## src/rtl/risc_controller.sv

```systemverilog
// risc_controller
//   Eight-phase instruction sequencer for the 8-bit RISC core. A free-running
//   3-bit phase counter steps through fetch (phases 0-3) and execute
//   (phases 4-7). A sticky halted flag freezes the sequencer at phase 4
//   after an HLT instruction. Only clr releases it.
//
// Ports
//   clk     : rising-edge clock
//   clr     : asynchronous active-low reset
//   opcode  : IR[7:5]; HLT=0 SKZ=1 ADD=2 AND=3 XOR=4 LDA=5 STO=6 JMP=7
//   zero    : accumulator == 0
//   sel     : address mux select (1 = PC, 0 = IR operand)
//   rd, wr  : memory read / write strobes
//   ld_ir   : instruction register load
//   inc_pc  : program counter increment
//   ld_pc   : program counter load
//   ld_ac   : accumulator load
//   data_e  : drive AC onto data bus
//   halt    : processor halted
//   phase   : current phase, for debug visibility
//
// State   | meaning
// --------+-------------------------------------------------------
// 0 INST_ADDR  | PC drives the address bus
// 1 INST_FETCH | instruction memory read
// 2 INST_LOAD  | IR captures the instruction
// 3 IDLE       | IR load held for a second edge
// 4 OP_ADDR    | PC advances past the instruction, or HLT stops here
// 5 OP_FETCH   | operand read for ALU-type opcodes
// 6 ALU_OP     | SKZ skip, JMP load, STO bus drive
// 7 STORE      | AC load, memory write, JMP completion
// halted       | frozen at 4 with only halt asserted

module risc_controller #(
  parameter int OPCODE_WIDTH = 3
) (
  input  logic                    clk,
  input  logic                    clr,
  input  logic [OPCODE_WIDTH-1:0] opcode,
  input  logic                    zero,
  output logic                    sel,
  output logic                    rd,
  output logic                    ld_ir,
  output logic                    inc_pc,
  output logic                    ld_pc,
  output logic                    ld_ac,
  output logic                    wr,
  output logic                    data_e,
  output logic                    halt,
  output logic [2:0]              phase
);

  typedef enum logic [2:0] {
    PH_INST_ADDR  = 3'd0,
    PH_INST_FETCH = 3'd1,
    PH_INST_LOAD  = 3'd2,
    PH_IDLE       = 3'd3,
    PH_OP_ADDR    = 3'd4,
    PH_OP_FETCH   = 3'd5,
    PH_ALU_OP     = 3'd6,
    PH_STORE      = 3'd7
  } phase_e;

  localparam logic [OPCODE_WIDTH-1:0] OP_HLT = OPCODE_WIDTH'(0);
  localparam logic [OPCODE_WIDTH-1:0] OP_SKZ = OPCODE_WIDTH'(1);
  localparam logic [OPCODE_WIDTH-1:0] OP_ADD = OPCODE_WIDTH'(2);
  localparam logic [OPCODE_WIDTH-1:0] OP_AND = OPCODE_WIDTH'(3);
  localparam logic [OPCODE_WIDTH-1:0] OP_XOR = OPCODE_WIDTH'(4);
  localparam logic [OPCODE_WIDTH-1:0] OP_LDA = OPCODE_WIDTH'(5);
  localparam logic [OPCODE_WIDTH-1:0] OP_STO = OPCODE_WIDTH'(6);
  localparam logic [OPCODE_WIDTH-1:0] OP_JMP = OPCODE_WIDTH'(7);

  phase_e phase_q, phase_d;
  logic   halted_q, halted_d;

  logic is_hlt, is_skz, is_sto, is_jmp, is_aluop;

  assign is_hlt   = (opcode == OP_HLT);
  assign is_skz   = (opcode == OP_SKZ);
  assign is_sto   = (opcode == OP_STO);
  assign is_jmp   = (opcode == OP_JMP);
  assign is_aluop = (opcode == OP_ADD) || (opcode == OP_AND) ||
                    (opcode == OP_XOR) || (opcode == OP_LDA);

  always_ff @(posedge clk or negedge clr) begin
    if (!clr) begin
      phase_q  <= PH_INST_ADDR;
      halted_q <= 1'b0;
    end else begin
      phase_q  <= phase_d;
      halted_q <= halted_d;
    end
  end

  always_comb begin
    phase_d  = phase_e'(phase_q + 3'd1);
    halted_d = halted_q;
    if (halted_q) begin
      phase_d = phase_q;
    end else if ((phase_q == PH_OP_ADDR) && is_hlt) begin
      // The halted flag is taken on the edge that would leave phase 4.
      phase_d  = PH_OP_ADDR;
      halted_d = 1'b1;
    end
  end

  // Opcode and zero appear only in the phase 4-7 arms, so the fetch phases
  // have no combinational dependence on them.
  always_comb begin
    sel    = 1'b0;
    rd     = 1'b0;
    ld_ir  = 1'b0;
    inc_pc = 1'b0;
    ld_pc  = 1'b0;
    ld_ac  = 1'b0;
    wr     = 1'b0;
    data_e = 1'b0;
    halt   = 1'b0;
    if (halted_q) begin
      halt = 1'b1;
    end else begin
      unique case (phase_q)
        PH_INST_ADDR: begin
          sel = 1'b1;
        end
        PH_INST_FETCH: begin
          sel = 1'b1;
          rd  = 1'b1;
        end
        PH_INST_LOAD, PH_IDLE: begin
          sel   = 1'b1;
          rd    = 1'b1;
          ld_ir = 1'b1;
        end
        PH_OP_ADDR: begin
          halt   = is_hlt;
          inc_pc = !is_hlt;
        end
        PH_OP_FETCH: begin
          rd = is_aluop;
        end
        PH_ALU_OP: begin
          rd     = is_aluop;
          inc_pc = is_skz && zero;
          ld_pc  = is_jmp;
          data_e = is_sto;
        end
        PH_STORE: begin
          rd     = is_aluop;
          ld_ac  = is_aluop;
          inc_pc = is_jmp;
          ld_pc  = is_jmp;
          wr     = is_sto;
          data_e = is_sto;
        end
        default: ;
      endcase
    end
  end

  assign phase = phase_q;

endmodule
```

## config.mk

```make
export PLATFORM = sky130hd
export DESIGN_NAME = risc_controller
export DESIGN_NICKNAME = d
export VERILOG_FILES = /design/src/rtl/risc_controller.sv
export SDC_FILE = /design/constraint.sdc
export NUM_CORES = 1
export LEC_CHECK = 0
export BUFFER_PORTS_ARGS = -buffer_cell sky130_fd_sc_hd__buf_2
export CAP_MARGIN = 15
export CELL_PAD_IN_SITES_DETAIL_PLACEMENT = 1
export CELL_PAD_IN_SITES_GLOBAL_PLACEMENT = 2
export CORE_MARGIN = 2
export CORE_UTILIZATION = 23
export DETAILED_ROUTE_END_ITERATION = 8
export GPL_ROUTABILITY_DRIVEN = 0
export HOLD_SLACK_MARGIN = 0.12
export PLACE_DENSITY = 0.81
export SLEW_MARGIN = 20
export SYNTH_ARGS = -nofsm -noshare
export SYNTH_HDL_FRONTEND = slang
export SYNTH_SLANG_ARGS = --single-unit
```

## constraint.sdc

```tcl
create_clock -name clk -period 3 [get_ports clk]
set_clock_uncertainty 0.1 [all_clocks]
set_input_delay 0.6 -clock clk [delete_from_list [all_inputs] [get_ports clk]]
set_output_delay 0.6 -clock clk [all_outputs]
set_load 0.005 [all_outputs]
```

==> metrics.txt <==
Pins Over Slew Limit=0; Crit Reg-Reg Endpoint=phase[1]; Hold Vio Cnt, Final=0; DRT Wirelength=878 µm; setup violators final=0; NumNets Final=73; startpoint types=register; setup ws final=0.566 ns; critical path endpoint category=output pin; IO Pins=18; Setup Fix Bufs, Post-CTS=0; Worst R2R Start=phase[1]; clk_lat worst skew=0.23 ns; Critical Path AT=1.73 ns; RSZ-0062 raised after global routing=no; Syn Nets=51; worst hold start=halted_q; ANT cells=0; vias in the first global route=346; Row Count=13; TritonCTS Sinks=4; cell leakage power=0.242 nW; DR WL/cell=11.7 µm; fmax=0.411 GHz; vias per cell=4.79; Critical Path RT=2.30 ns; first-pass GRT wire length=1.46 mm; Port Buffers=17; slew at the pin with the worst max-slew slack=0.508 ns; worst slack, placed=0.683 ns; Starting DRT DRC Count=2; chip width=42.5 µm; crit path max fanout=7; maximum root-to-sink buffer count=2; Distinct cells, synth=18; CTS Buf Count=3; DP HPWL=705 µm; slowest stage delay, CP=0.44 ns; Starting Density=25.5%; R2R Setup Slk=1.30 ns; hold depth=2; worst hold path class=reg2reg; Final ANT Viol Nets=0; most common cell after layout, fill and taps aside=buf_2; worst path bufs/invs=2; post-layout min period=2.43 ns; pin count of the biggest net entering global routing=13; fraction of layout cells with a size suffix above 1=35.0%; Post-Syn Instances=40; drc violations=0; critical path class=reg2out; Mapped Avg Cell Area=8.51 µm²; total track usage=10.6%; Slew HR=65.8%; most frequent cells in the layout=17 x buf_2, 8 x nand2_1, 5 x ha_1; Die Y=42.5 µm; core area=0.00133 mm²; Via Count=359; YS warnings=0; sequential area share after synthesis=29.4%; hold endpoint=phase[0]; layout overhead on the synthesized area=37.9%; FF+latch count, synth=4; 1st-pass router iterations=2; TritonCTS clock tree=built; CTS H-Tree Depth=1; Top delay family on crit path=flip-flops; Worst VDD drop=0.000159 V; PwrDens=278 mW/mm²; die area=0.00180 mm²; outcome=finished, final reports clean; GRT overflow=0; Worst Reg2Reg Path Length in Cells=5; fin crit share=81.1%; cts repair resizes=0; Fin Setup TNS=0 ns; Root Buffer=clkbuf_4; CP max-delay cell=dfrtp_1; max cap viols=0; initial antenna violation count=0; Synth Cell Area=340 µm²; crit-path cells=inv_1 -> ha_1 -> nand2_1 -> o41ai_2 -> buf_2; Clock transition at path regs=0.04 ns
-- cells in the mapped netlist --
library cell	count	area [µm²]
inv_1	4	15.0
nor4b_1	1	8.76
a31oi_1	1	6.26
a32o_1	1	10.0
o41ai_2	1	16.3
ha_1	5	62.6
o211ai_1	2	15.0
buf_4	1	7.51
or4_1	1	7.51
xnor2_1	1	8.76
o22ai_1	1	6.26
o21ai_1	1	5.00
nand2_1	8	30.0
dfrtp_1	4	100
nor2_1	4	15.0
nor3_1	2	10.0
a211oi_1	1	7.51
o22a_1	1	8.76
-- per-stage QoR --
| stage | instances | hold slack [ns] | cell area (µm²) | power, W | utilization [%] |
|---|---|---|---|---|---|
| after floorplan | 40 | 0.204 | 340 | 0.0000571 | - |
| after global placement | 71 | 0.308 | 437 | 0.0000642 | 32.7 |
| after detailed placement | 71 | 0.308 | 437 | 0.0000644 | 32.7 |
| after CTS | 75 | 0.479 | 469 | 0.000134 | 35.2 |
| after global routing | 75 | 0.503 | 469 | 0.000140 | 35.2 |
| final | 75 | 0.467 | 469 | 0.000130 | 35.2 |
-- power breakdown --
group | switching [W] | internal, W
sequential | 0 | 0.0000543
combinational | 0.00000611 | 0.00000428
clock | 0.0000210 | 0.0000447
total | 0.0000271 | 0.000103
-- how the worst max path moves through the flow --
| stage | startpoint | endpoint | slack, ns | cells past startpoint |
|---|---|---|---|---|
| floorplan | opcode[2] | inc_pc | 1.03 | 2 |
| global placement | opcode[0] | inc_pc | 0.76 | 5 |
| detailed placement | opcode[0] | inc_pc | 0.68 | 5 |
| CTS | phase[1] | halt | 0.55 | 5 |
| global route | phase[1] | halt | 0.40 | 5 |
| finish | phase[1] | halt | 0.57 | 5 |
-- area by class of cell --
cell class	count	area, µm²
Clock buffer	3	22.5
Multi-Input combinational cell	31	218
Fill cell	181	865
Sequential cell	4	100
Inverter	4	15.0
Tap cell	15	18.8
Timing Repair Buffer	18	95.1
-- cells by family (layout without fill, tap and decap cells) --
kind of cell / count (synthesis) / after routing / share of synthesized area [%]
adder cells (fa/ha/maj): 5 / 5 / 18.4
AO/OA/AOI/OAI: 9 / 9 / 22.1
buffers and inverters: 5 / 25 / 6.62
XOR/XNOR: 1 / 1 / 2.57
flip-flops: 4 / 4 / 29.4
AND/OR/NAND/NOR: 16 / 16 / 21.0
-- layer usage --
layer	share of wire, %	vias to the layer above	routed length (µm)	GRT usage (%)
li1	-	182	-	-
met4	0	0	0	5.63
met2	46	12	408	16.3
met3	6.4	0	56	2.59
met5	0	-	0	0
met1	47	165	413	13.5
-- timing repair --
item	4_1_cts	5_1_grt
endpoints found under the setup margin	0	0
endpoints found under the hold margin	4	0
hold buffers	1	0
-- worst register-to-register path, stage by stage, from the launching register on --
cell	delay, ns
dfrtp_1	0.44
inv_1	0.13
ha_1	0.22
nand2_1	0.08
o41ai_2	0.43
o22ai_1	0.16
-- sequential cells by signal, summed over array words and instances (netlist names) --
name      cells
phase         3
halted_q      1
(Power assumes the default switching activity.)
